**src/rtl/mips_pkg.sv**
```systemverilog
// Shared types and constants for the data-memory handshake bridge.
package mips_pkg;

    typedef enum logic [1:0] {
        IDLE = 2'd0,
        BUSY = 2'd1,
        DONE = 2'd2
    } state_t;

    localparam logic [31:0] ERR_RDATA_DEFAULT = 32'hDEADBEEF;
    localparam logic [1:0]  WORD_ALIGN_MASK   = 2'b11;

    // A word access is legal only when the low address bits are zero.
    function automatic logic is_misaligned(input logic [31:0] addr);
        return (addr[1:0] & WORD_ALIGN_MASK) != 2'b00;
    endfunction

endpackage

```
**src/rtl/bus_timeout_ctr.sv**
```systemverilog
// Saturating wait-cycle counter with an expiry flag on the last allowed cycle.
// LIMIT = 0 disables expiry entirely.
module bus_timeout_ctr #(
    parameter int LIMIT = 255
) (
    input  logic clk,
    input  logic reset,
    input  logic clr,
    input  logic en,
    output logic expired
);

    localparam int W = (LIMIT < 1) ? 1 : $clog2(LIMIT + 1);
    localparam logic [W-1:0] CNT_MAX  = W'(LIMIT);
    localparam logic [W-1:0] CNT_LAST = (LIMIT < 1) ? '0 : W'(LIMIT - 1);

    logic [W-1:0] count_reg;

    // Count enabled cycles, stop at the limit instead of wrapping.
    always_ff @(posedge clk) begin
        if (reset || clr) begin
            count_reg <= '0;
        end else if (en && (count_reg != CNT_MAX)) begin
            count_reg <= count_reg + 1'b1;
        end
    end

    assign expired = (LIMIT != 0) && (count_reg == CNT_LAST);

endmodule

```
**src/rtl/dmem_handshake_bridge.sv**
```systemverilog
// Bridges the single-cycle core's data port to a req/ack data memory,
// freezing the core through stall until each lw/sw completes.
module dmem_handshake_bridge
    import mips_pkg::*;
#(
    parameter int          TIMEOUT_CYCLES = 255,
    parameter logic [31:0] ERR_RDATA      = ERR_RDATA_DEFAULT
) (
    input  logic        clk,
    input  logic        reset,
    input  logic        cpu_read,
    input  logic        cpu_write,
    input  logic [31:0] cpu_addr,
    input  logic [31:0] cpu_wdata,
    output logic [31:0] cpu_rdata,
    output logic        stall,
    output logic        mem_req,
    output logic        mem_we,
    output logic [31:0] mem_addr,
    output logic [31:0] mem_wdata,
    input  logic        mem_ack,
    input  logic [31:0] mem_rdata,
    output logic        align_err,
    output logic        timeout_err
);

    state_t      state_reg, state_next;
    logic        req_reg, req_next;
    logic        we_reg, we_next;
    logic [31:0] addr_reg, addr_next;
    logic [31:0] wdata_reg, wdata_next;
    logic [31:0] rdata_reg, rdata_next;
    logic        align_err_reg, align_err_next;
    logic        timeout_err_reg, timeout_err_next;

    logic access;
    logic misaligned;
    logic ctr_clr;
    logic ctr_en;
    logic expired;

    // Write wins when both decode lines are up, so cpu_write alone picks mem_we.
    assign access     = cpu_read | cpu_write;
    assign misaligned = is_misaligned(cpu_addr);

    // Counter restarts on every new request and runs only while waiting.
    assign ctr_clr = (state_reg == IDLE);
    assign ctr_en  = (state_reg == BUSY) && !mem_ack;

    bus_timeout_ctr #(
        .LIMIT(TIMEOUT_CYCLES)
    ) u_timeout (
        .clk     (clk),
        .reset   (reset),
        .clr     (ctr_clr),
        .en      (ctr_en),
        .expired (expired)
    );

    // State and bus-side registers; reset drops any in-flight request.
    always_ff @(posedge clk) begin
        if (reset) begin
            state_reg       <= IDLE;
            req_reg         <= 1'b0;
            we_reg          <= 1'b0;
            addr_reg        <= '0;
            wdata_reg       <= '0;
            rdata_reg       <= '0;
            align_err_reg   <= 1'b0;
            timeout_err_reg <= 1'b0;
        end else begin
            state_reg       <= state_next;
            req_reg         <= req_next;
            we_reg          <= we_next;
            addr_reg        <= addr_next;
            wdata_reg       <= wdata_next;
            rdata_reg       <= rdata_next;
            align_err_reg   <= align_err_next;
            timeout_err_reg <= timeout_err_next;
        end
    end

    // Next-state and registered-output logic; stall is driven combinationally.
    always_comb begin
        state_next       = state_reg;
        req_next         = req_reg;
        we_next          = we_reg;
        addr_next        = addr_reg;
        wdata_next       = wdata_reg;
        rdata_next       = rdata_reg;
        align_err_next   = align_err_reg;
        timeout_err_next = timeout_err_reg;
        stall            = 1'b0;

        case (state_reg)
            IDLE: begin
                if (access) begin
                    stall = 1'b1;
                    if (misaligned) begin
                        align_err_next = 1'b1;
                        rdata_next     = ERR_RDATA;
                        state_next     = DONE;
                    end else begin
                        addr_next  = {cpu_addr[31:2], 2'b00};
                        wdata_next = cpu_wdata;
                        we_next    = cpu_write;
                        req_next   = 1'b1;
                        state_next = BUSY;
                    end
                end
            end
            BUSY: begin
                stall = 1'b1;
                if (mem_ack) begin
                    rdata_next = mem_rdata;
                    req_next   = 1'b0;
                    state_next = DONE;
                end else if (expired) begin
                    timeout_err_next = 1'b1;
                    rdata_next       = ERR_RDATA;
                    req_next         = 1'b0;
                    state_next       = DONE;
                end
            end
            DONE: begin
                // Core commits this cycle; the next instruction is evaluated fresh.
                state_next = IDLE;
            end
            default: begin
                state_next = IDLE;
                req_next   = 1'b0;
            end
        endcase
    end

    assign cpu_rdata   = rdata_reg;
    assign mem_req     = req_reg;
    assign mem_we      = we_reg;
    assign mem_addr    = addr_reg;
    assign mem_wdata   = wdata_reg;
    assign align_err   = align_err_reg;
    assign timeout_err = timeout_err_reg;

endmodule

```
**config.mk**
```make
export PLATFORM = sky130hd
export DESIGN_NAME = dmem_handshake_bridge
export DESIGN_NICKNAME = d
export VERILOG_FILES = /design/src/rtl/mips_pkg.sv /design/src/rtl/bus_timeout_ctr.sv /design/src/rtl/dmem_handshake_bridge.sv
export SDC_FILE = /design/constraint.sdc
export NUM_CORES = 1
export LEC_CHECK = 0
export BUFFER_PORTS_ARGS = -buffer_cell sky130_fd_sc_hd__buf_2
export CORE_ASPECT_RATIO = 1.4
export CORE_MARGIN = 5
export CORE_UTILIZATION = 35
export DETAILED_ROUTE_END_ITERATION = 16
export RECOVER_POWER = 25
export SKIP_CTS_REPAIR_TIMING = 1
export SYNTH_ARGS = -nofsm -noshare
export SYNTH_HDL_FRONTEND = slang
export SYNTH_HIERARCHICAL = 1
export SYNTH_SLANG_ARGS = --single-unit
```
**constraint.sdc**
```tcl
create_clock -name clk -period 5.65 [get_ports clk]
set_input_delay 0.2825 -clock clk [delete_from_list [all_inputs] [get_ports clk]]
set_output_delay 0.2825 -clock clk [all_outputs]
set_load 0.005 [all_outputs]
```
After elaboration in Yosys (flattened, before gate mapping)

Index checks and enable logic that the tools add are counted.

Word-level logic and storage cells: 52
Bits in registers: 108
Output and inout port bits: 101

Bitwise logic cells: 4
$add $sub $neg: 1
Equality and inequality tests: 8
Multiplexer cells: 17
Reductions and logical operators: 13

Operators by type and width:

| kind                | number |
|---|---|
| $mux 32             | 4 |
| $pmux 32 s2         | 1 |
| $reduce_and 3->1    | 3 |
| $add 8x1->8 const B | 1 |
| $eq 8x8->1 const B  | 1 |
| $mux 2              | 4 |
| $ne 8x8->1 const B  | 1 |
| $reduce_and 4->1    | 2 |
| $ne 2x2->1 const B  | 3 |
| $mux 1              | 5 |
| $pmux 2 s2          | 1 |
| $reduce_bool 2->1   | 2 |
| $ne 3x3->1 const B  | 1 |
| $not 1->1           | 3 |
| $pmux 1 s3          | 1 |
| $eq 2x1->1 const B  | 1 |
| $eq 2x2->1 const B  | 1 |
| $logic_and 1x1->1   | 2 |
| $logic_not 2->1     | 1 |
| $pmux 1 s2          | 1 |
| $reduce_and 2->1    | 1 |
| $logic_not 1->1     | 1 |
| $logic_or 1x1->1    | 1 |
| $or 1x1->1          | 1 |

Depth between registers and ports, before layout

Gate-level depths: netlist of run 1.

Word-level depth: 4
Mapped depth: 8
Depth with buffers taken out: 7

Hierarchy

Netlist of run 1, hierarchy kept.

Modules (own cells, without submodules):

| module                | times used | sequential area each (um2) | area an instance (um2) | cells an instance |
|---|---|---|---|---|
| dmem_handshake_bridge | 1          | 2001.9                     | 4001.3                 | 461 |
| bus_timeout_ctr       | 1          | 160.2                      | 449.2                  | 50 |

Worst setup path before layout of run 1

No wires, ideal clock.

Kind: reg2reg
From: register state_reg[0]
To: register u_timeout.count_reg[5]
Buffers on the path: 1
Setup time: 0.072 ns
Path slack: 3.846 ns
Cell stages (with the launch flop): 6
Clock period less this slack: 1.804 ns
Arrival: 1.732 ns
Required time: 5.578 ns
Cell sequence: dfxtp_1 buf_4 nor3b_1 nand3_2 a2111oi_4 mux2i_1

Word-level cells in the longest chain between the ends: 3
Elaborated cells on any way between the ends: 5
Classes of those cells: 1 x eq/ne; 4 x reduce/logical

Ends and longest elaborated chain:

| element                | RTL line                    | source |
|---|---|---|
| from (decl)            | dmem_handshake_bridge.sv:27 | `state_t state_reg, state_next;` |
| from (signal assigned) | dmem_handshake_bridge.sv:72 | `state_reg <= state_next;` |
| $eq 2x1->1             | dmem_handshake_bridge.sv:48 | `assign ctr_en = (state_reg == BUSY) && !mem_ack;` |
| $logic_and 1x1->1      | dmem_handshake_bridge.sv:48 |  |
| named net ctr_en       | dmem_handshake_bridge.sv:39 | `logic ctr_en;` |
| $logic_and 1x1->1      | bus_timeout_ctr.sv:23       | `end else if (en && (count_reg != CNT_MAX)) begin` |
| to (signal assigned)   | bus_timeout_ctr.sv:24       | `count_reg <= count_reg + 1'b1;` |
| to (decl)              | bus_timeout_ctr.sv:17       | `logic [W-1:0] count_reg;` |

The timed path passes the listed nets, and every way through them passes these cells.
A chain may end at the register's enable or synchronous reset.

Worst setup path after layout of run 1

From: register state_reg[1]
To: register u_timeout.count_reg[5]

The elaborated chain is that of the path after synthesis.

==> results.toml, run 1 <==
[clock_network]
cts_buffers = 9
cts_buffer_depth = 2
clock-sinks = 108
cts_tree = "built"
path_clk_slew_ns = 0.07
clk_latency_ns = 0.35
h-tree-depth = 3
cts-root-buf = "clkbuf_16"

[synthesis]
yosysTopAreaCell = "dfxtp_1"
synthMuxAreaShare = 0.00675
seq_area_frac_synth = 0.486
ys_types = 39
ys_warn_count = 6
synthesis.instances = 511
synth-main-ff-cell = "dfxtp_1"
yosys-top-cells-area = "dfxtp_1, a21oi_1, nand3_1"
ys_ff_latch = 108
async_reset_ff_frac = 0
syn_area_per_cell_um2 = 8.71
synthXorXnorAreaFrac = 0
synth-edff-count = 0
synthesis.area_um2 = 4450
synthAdderAreaFrac = 0.00562
synth_top_family_by_area = "compound AO/OA/AOI/OAI gates"
synth_compound_area_frac = 0.265
synth_common_cells = "dfxtp_1, a21oi_1, nand3_1"
synth_most_common_cell = "dfxtp_1"
yosys.area_share.simple = 0.139
synth_top_area_frac = 0.486

[sta]
clock_skew_ns = 0.00756
tightestPinTransition_ns = 1.25
relSlewSlack = 0.166
drv_slew = 0
rsz0062_at_grt = "no"
period_needed_ns = 2.24
finalCritPeriodShare = 0.396
setup_tns_ns = 0
timing.hold.ws_ns = 0.171
finalSetupViolations = 0
fmax_mhz = 447
hold_viol = 0

[place]
gp_congestion = 0.810
post-dp-hpwl_um = 8830
port-buffer-count = 199

[worst_setup_path]
worstSetupEndpointType = "register"
cp.required_ns = 5.93
crit_chain = "nor3b_1, nand3_2, a2111oi_4, mux2i_1"
cp_num_buf_inv = 0
crit_path_max_fanout = 17
worstPathArrival_ns = 2.52
startpoint_type = "register"
cp_slowest_cell = "nor3b_1"
crit_family = "simple AND/OR/NAND/NOR gates"
path_class = "register to register"
critPathMaxStageDelay_ns = 0.83

[detailed_routing]
drtPass1Iterations = 4
dr_total_vias = 4271
wl_per_cell_um = 15.3
ant_nets = 0
route.detailed.drc = 0
vias_per_cell = 5.13
drtIter0Drc = 155
routed_wirelength_um = 12800

[floorplan]
start_util = 0.358
die-width_um = 105
rows = 48
die_h_um = 143
io_pins = 202
fp.dieArea_um2 = 15100
core_area_um2 = 12400

[power]
total_power_mw = 1.64
ir_drop_v = 0.000125
leakage_nw = 2.35
power_density_nw_per_um2 = 293

[layout]
n_antenna_cell = 0
fillCellCount = 1291
drive_above_1_share = 0.293
area_delta_synth_final_pct = 25.9
fin_nets = 781

[global_route]
gr-total-overflow = 0
grt_max_degree = 105
first_global_vias = 4419
antenna_found_initial = 0
grtUsageTotal = 0.169
grt_pass1_wl_um = 21000

[status]
status = "finished clean"

[run]
maxCapViolCount = 0

[min_path]
hold_class = "input port to register"
area by class of cell:
cell class                 instances  area, µm²  area share
timing repair buffer             204        992       0.177
sequential                       108       2160       0.386
clock inverter                     6       47.5     0.00849
multi-input combinational        327       1870       0.334
tap                              150        188      0.0335
clock buffer                      10        239      0.0427
inverter                          28        105      0.0188
power by group:
group | total (mW) | switching [mW] | internal, mW | leakage (nW)
clock network | 0.604 | 0.288 | 0.315 | 0.139
registers | 0.827 | 0.0240 | 0.803 | 0.883
logic | 0.209 | 0.118 | 0.0903 | 1.33
worst register-to-register path, delay by kind of cell, from the launching register on:
| kind | cells | cell delay [ns] |
|---|---|---|
| DFF | 1 | 0.50 |
| and+or+nand+nor | 2 | 1.08 |
| AOI/OAI and AO/OA | 1 | 0.39 |
| muxes | 1 | 0.21 |
final timing paths:
kind                                                  from                                  end  slack (ns)  cells past startpoint
worst max-delay path             state_reg[1]$_SDFFE_PP0P_  u_timeout/count_reg[5]$_SDFFE_PP0P_        3.41                      4
worst min-delay path                         mem_rdata[29]           cpu_rdata[29]$_SDFFE_PP0P_        0.17                      3
worst max register to register   state_reg[1]$_SDFFE_PP0P_  u_timeout/count_reg[5]$_SDFFE_PP0P_        3.41                      4
worst min register to register  cpu_rdata[24]$_SDFFE_PP0P_           cpu_rdata[24]$_SDFFE_PP0P_        0.47                      2
placed cells by master (no fill, tap or decap), types with 2 or more instances in the layout:
cell / instances
dfxtp_1: 108
nor2_1: 7
nor4_4: 2
inv_1: 28
o41ai_1: 8
o21ai_1: 58
ha_1: 2
inv_6: 2
a31oi_1: 3
o21ai_2: 2
mux2i_1: 3
a211oi_1: 3
or3_1: 3
nand2_1: 15
nand3_1: 66
clkbuf_1: 34
nor3_1: 3
o21ai_0: 5
buf_2: 163
buf_4: 6
or2_2: 3
nor4_1: 2
clkbuf_16: 9
conb_1: 2
a21oi_1: 100
clkinv_4: 2
o21a_1: 25
per-layer routing:
metal | GRT usage | part of all wire | vias up | routed length (µm)
li1 | - | - | 2141 | -
met1 | 0.191 | 0.41 | 1939 | 5290
met2 | 0.287 | 0.47 | 174 | 5960
met3 | 0.0607 | 0.10 | 17 | 1290
met4 | 0.0705 | 0.018 | 0 | 236
met5 | 0 | 0 | - | 0
per-stage QoR:
step / util / std cells / setup slack [ns] / cell area (µm²)
2_1_floorplan: - / 512 / 3.85 / 4450
3_5_place_dp: 0.431 / 817 / 3.44 / 5360
3_3_place_gp: 0.431 / 817 / 3.55 / 5360
5_1_grt: 0.451 / 833 / 3.28 / 5600
4_1_cts: 0.454 / 833 / 3.44 / 5650
6_report: 0.451 / 833 / 3.41 / 5600
logic make-up after synthesis:
group,count (synthesis)
mux,3
other cells,1
flops,108
compound gates,207
simple gates,113
buf+inv,77
fa+ha+maj,2
Power figures use the tool's default switching activity.
==> run 2: changes to the inputs <==
--- a/config.mk
+++ b/config.mk
@@ -5,11 +5,13 @@
 export SDC_FILE = /design/constraint.sdc
 export NUM_CORES = 1
 export LEC_CHECK = 0
+export ABC_AREA = 1
 export BUFFER_PORTS_ARGS = -buffer_cell sky130_fd_sc_hd__buf_2
 export CORE_ASPECT_RATIO = 1.4
 export CORE_MARGIN = 5
 export CORE_UTILIZATION = 35
 export DETAILED_ROUTE_END_ITERATION = 16
+export PLACE_DENSITY = 0.66
 export RECOVER_POWER = 25
 export SKIP_CTS_REPAIR_TIMING = 1
 export SYNTH_ARGS = -nofsm -noshare
==> constraint.sdc (replaced) <==
create_clock -name clk -period 1.9 [get_ports clk]
set_input_delay 0.095 -clock clk [delete_from_list [all_inputs] [get_ports clk]]
set_output_delay 0.095 -clock clk [all_outputs]
set_load 0.005 [all_outputs]
==> results.toml, run 2 <==
[run]
maxCapViolCount = 0

[synthesis]
ys_ff_latch = 108
synth_compound_area_frac = 0.134
synth_common_cells = "nor2_1, dfxtp_1, o21ai_0"
seq_area_frac_synth = 0.528
synth_most_common_cell = "nor2_1"
ys_types = 25
synthXorXnorAreaFrac = 0.00428
synth-main-ff-cell = "dfxtp_1"
async_reset_ff_frac = 0
synthesis.area_um2 = 4090
synth-edff-count = 0
yosys.area_share.simple = 0.269
syn_area_per_cell_um2 = 7.60
synthMuxAreaShare = 0
ys_warn_count = 6
synth_top_area_frac = 0.528
yosysTopAreaCell = "dfxtp_1"
synth_top_family_by_area = "simple AND/OR/NAND/NOR gates"
synthAdderAreaFrac = 0.00612
yosys-top-cells-area = "dfxtp_1, nor2_1, o21ai_0"
synthesis.instances = 538

[floorplan]
rows = 46
core_area_um2 = 11400
start_util = 0.359
die-width_um = 101
die_h_um = 138
fp.dieArea_um2 = 14000
io_pins = 202

[clock_network]
cts_buffer_depth = 2
cts_buffers = 9
path_clk_slew_ns = 0.07
cts_tree = "built"
cts-root-buf = "clkbuf_16"
clk_latency_ns = 0.34
clock-sinks = 108
h-tree-depth = 3

[global_route]
first_global_vias = 3828
gr-total-overflow = 0
grt_pass1_wl_um = 18100
grt_max_degree = 72
grtUsageTotal = 0.160
antenna_found_initial = 0

[worst_setup_path]
worstPathArrival_ns = 1.91
cp.required_ns = 2.13
crit_path_max_fanout = 34
startpoint_type = "register"
worstSetupEndpointType = "register"
path_class = "register to register"

[layout]
final_common_cell = "nor2_1"
stdcell_count = 909
final_cell_mix = "nor2_1, buf_2, dfxtp_1"
area_delta_synth_final_pct = 40.8
drive_above_1_share = 0.277
fillCellCount = 1108
fin_nets = 863
n_antenna_cell = 0

[place]
port-buffer-count = 199
place_inst = 858
gp_congestion = 0.899
post-dp-hpwl_um = 8550

[sta]
fmax_mhz = 597
finalSetupViolations = 0
setup_tns_ns = 0
timing.hold.ws_ns = -0.0237
drv_slew = 0
relSlewSlack = 0.549
tightestPinTransition_ns = 0.675
rsz0062_at_grt = "no"
period_needed_ns = 1.68
finalCritPeriodShare = 0.882
clock_skew_ns = 0.00786
hold_viol = 19

[detailed_routing]
routed_wirelength_um = 12000
wl_per_cell_um = 13.2
drtPass1Iterations = 4
ant_nets = 0
route.detailed.drc = 0
vias_per_cell = 4.60
drtIter0Drc = 199
dr_total_vias = 4178

[min_path]
hold_class = "input port to register"

[power]
power_density_nw_per_um2 = 879
ir_drop_v = 0.000412
leakage_nw = 2.79

[status]
status = "finished, violations left"
violations = "hold timing"
==> run 2: changes by cell type after synthesis, sizes merged, moves of 4 or more <==
| cell | before | now |
|---|---|---|
| a21oi | 100 | 10 |
| buf | 26 | 17 |
| clkbuf | 23 | 13 |
| inv | 28 | 14 |
| nand2 | 15 | 55 |
| nand3 | 67 | 5 |
| nor2 | 8 | 215 |
| nor4 | 4 | 0 |
| o21a | 25 | 0 |
| o21ai | 65 | 91 |
| o21bai | 0 | 4 |
| o41ai | 8 | 0 |
==> run 2: cells by family (layout without fill, tap and decap cells) <==
| group | count (synthesis) | in the layout |
|---|---|---|
| compound gates | 105 | 105 |
| flops | 108 | 108 |
| buf+inv | 44 | 270 |
| xor+xnor | 2 | 2 |
| fa+ha+maj | 2 | 2 |
| simple gates | 276 | 276 |
| other cells | 1 | 2 |
==> run 2: cell type report <==
type / instances / area, µm² / area share
well taps: 144 / 180 / 0.0313
multi-input cells: 387 / 1690 / 0.293
repair buffers: 240 / 1390 / 0.242
flip-flops and latches: 108 / 2160 / 0.375
inverters: 14 / 52.6 / 0.00912
clock inverters: 7 / 57.6 / 0.00999
clock buffers: 9 / 225 / 0.0391
==> run 2: final timing paths <==
path                                             from                          to  slack, ns  cells past startpoint
setup reg to reg  u_timeout/count_reg[4]$_SDFFE_PP0P_  cpu_rdata[17]$_SDFFE_PP0P_       0.22                     12
hold reg to reg            cpu_rdata[28]$_SDFFE_PP0P_  cpu_rdata[28]$_SDFFE_PP0P_       0.47                      2
setup / recovery  u_timeout/count_reg[4]$_SDFFE_PP0P_  cpu_rdata[17]$_SDFFE_PP0P_       0.22                     12
hold / removal                            cpu_addr[5]    mem_addr[5]$_SDFFE_PP0P_      -0.02                      3
==> run 2: metrics by stage <==
step	util	hold slack, ns	worst slack (ns)	total power, mW	cell area, µm²
after floorplan	-	0.157	0.391	2.94	4100
after global placement	0.454	0.318	0.277	3.28	5170
after detailed placement	0.454	0.326	0.205	3.31	5170
after CTS	0.478	-0.0429	0.195	5.09	5450
after global routing	0.505	0.000357	0.0518	5.34	5760
final	0.505	-0.0237	0.224	5.06	5760
==> run 2: where the power goes <==
group | total (mW) | internal [mW] | switching (mW)
Sequential | 2.53 | 2.44 | 0.0860
Combinational | 0.766 | 0.358 | 0.408
Clock | 1.77 | 0.906 | 0.862
Total | 5.06 | 3.70 | 1.36
==> run 2: per-layer routing <==
layer | wire, µm | GRT usage | up-vias
met4 | 225 | 0.0702 | 0
met3 | 1190 | 0.0508 | 17
met5 | 0 | 0 | -
li1 | - | - | 2137
met2 | 5760 | 0.263 | 176
met1 | 4870 | 0.192 | 1848
==> run 2: critical path: stages, from the launching register on <==
cell and delay, ns:
dfxtp_1 0.39, nand2_1 0.12, nor2_2 0.14, nand2_1 0.06
nor2_1 0.13, nor2_1 0.07, nand2_2 0.09, nand2_2 0.09
nor2_4 0.12, buf_12 0.19, nand2_1 0.07, nand2_1 0.06
nor2_1 0.04
==> run 3: changes to the inputs <==
--- a/config.mk
+++ b/config.mk
@@ -12,7 +12,7 @@
 export CORE_UTILIZATION = 35
 export DETAILED_ROUTE_END_ITERATION = 16
 export PLACE_DENSITY = 0.66
-export RECOVER_POWER = 25
+export RECOVER_POWER = 50
 export SKIP_CTS_REPAIR_TIMING = 1
 export SYNTH_ARGS = -nofsm -noshare
 export SYNTH_HDL_FRONTEND = slang
==> results.toml, run 3 (synthesized netlist as in run 2, its figures left out) <==
[clock_network]
h-tree-depth = 3
path_clk_slew_ns = 0.08
cts_buffer_depth = 2
cts-root-buf = "clkbuf_16"
cts_buffers = 9
clk_latency_ns = 0.34
clock-sinks = 108
cts_tree = "built"

[worst_setup_path]
cp.required_ns = 2.18
cp_slowest_cell = "buf_4"
crit_path_start = "state_reg[1]$_SDFFE_PP0P_"
crit_chain = "nor2_1, nand2_2, nor2_1, buf_4, o21ai_0, nor2_1"
cpMostUsedCell = "nor2_1"
startpoint_type = "register"
crit_family = "simple AND/OR/NAND/NOR gates"
worstSetupEndpointType = "register"
path_class = "register to register"
crit-reg2reg-launch = "state_reg[1]$_SDFFE_PP0P_"
crit_path_max_fanout = 63
worstPathArrival_ns = 1.97
critPathMaxStageDelay_ns = 0.50
cp_num_buf_inv = 1

[global_route]
grt-busiest-layer = "met2"
grtUsageTotal = 0.160
antenna_found_initial = 0
grt_max_degree = 72
first_global_vias = 3828
grtUsageMet1 = 0.192
use_met3 = 0.0508
grt_pass1_wl_um = 18100
gr-total-overflow = 0
met2_usage = 0.263

[floorplan]
die_h_um = 138
start_util = 0.359
core_area_um2 = 11400
die-width_um = 101
io_pins = 202
rows = 46
fp.dieArea_um2 = 14000

[status]
violations = "hold timing"
status = "finished, violations left"

[power]
p_switching_mw = 1.36
seqPwrFrac = 0.501
power_density_nw_per_um2 = 885
intPower_mw = 3.69
ir_drop_v = 0.000418
swShare = 0.269
p_comb_frac = 0.148
leakage_nw = 2.64
clockPowerShare = 0.351

[sta]
rsz0062_at_grt = "no"
relSlewSlack = 0.540
drv_slew = 0
finalCritPeriodShare = 0.889
finalSetupViolations = 0
tightestPinTransition_ns = 0.689
fin_ws_ns = 0.211
clock_skew_ns = 0.00819
hold_viol = 18
setup_tns_ns = 0
timing.hold.ws_ns = -0.0246
period_needed_ns = 1.69
fmax_mhz = 592

[layout]
final_cell_mix = "nor2_1, buf_2, dfxtp_1"
drive_above_1_share = 0.224
stdcell_count = 909
fin_nets = 863
n_antenna_cell = 0
area_delta_synth_final_pct = 39.4
final_common_cell = "nor2_1"

[detailed_routing]
route.detailed.drc = 0
ant_nets = 0
routed_wirelength_um = 12100
wl_per_cell_um = 13.3
drtPass1Iterations = 6
drtIter0Drc = 184
vias_per_cell = 4.60
dr_total_vias = 4182

[place]
place_inst = 858
place_ws_ns = 0.205
port-buffer-count = 199
post-dp-hpwl_um = 8550
gp_congestion = 0.899

[run]
maxCapViolCount = 0

[min_path]
hold_class = "input port to register"
worstHoldStart = "cpu_addr[5]"
==> run 3: changes by cell type in the layout (fill, tap and decap cells not counted) <==
cell	delta
clkbuf_1	+40
nor2_4	-1
buf_2	-40
nor2_1	+1
==> run 3: worst register-to-register path, cell delays in order, from the launching register on <==
cell and delay [ns]:
dfxtp_1 0.34, nor2_1 0.26, nand2_2 0.07, nor2_1 0.15
buf_4 0.50, o21ai_0 0.19, nor2_1 0.12
==> run 3: stage by stage <==
stage	utilization	cell area (µm²)	total power [mW]
2_1_floorplan	-	4100	2.94
3_3_place_gp	0.454	5170	3.28
3_5_place_dp	0.454	5170	3.31
4_1_cts	0.478	5450	5.09
5_1_grt	0.500	5700	5.32
6_report	0.500	5700	5.05
==> run 3: power by group through the flow <==
stage          Sequential (mW)  Combinational [mW]  Clock [mW]
2_1_floorplan             2.59               0.352           0
5_1_grt                   2.55               0.843        1.92
4_1_cts                   2.53               0.731        1.83
3_3_place_gp              2.57               0.712           0
3_5_place_dp              2.58               0.729           0
6_report                  2.53               0.748        1.77
==> run 3: layout make-up <==
| type | count | area [µm²] |
|---|---|---|
| Clock buffer | 9 | 225 |
| Clock inverter | 7 | 57.6 |
| Fill cell | 1136 | 5690 |
| Inverter | 14 | 52.6 |
| Multi-Input combinational cell | 387 | 1680 |
| Sequential cell | 108 | 2160 |
| Tap cell | 144 | 180 |
| Timing Repair Buffer | 240 | 1340 |
==> run 3: worst paths after layout <==
check                          endpoint  slack, ns  depth (start not counted)
max           mem_addr[11]$_SDFFE_PP0P_       0.21                          6
min            mem_addr[5]$_SDFFE_PP0P_      -0.02                          3
min reg2reg  cpu_rdata[28]$_SDFFE_PP0P_       0.47                          2
max reg2reg   mem_addr[11]$_SDFFE_PP0P_       0.21                          6
==> run 3: per-layer routing <==
| layer | vias to the layer above | routed length, µm | part of all wire |
|---|---|---|---|
| met1 | 1844 | 4900 | 0.41 |
| met5 | - | 0 | 0 |
| met2 | 186 | 5750 | 0.48 |
| met3 | 17 | 1170 | 0.097 |
| met4 | 0 | 242 | 0.020 |
| li1 | 2135 | - | - |
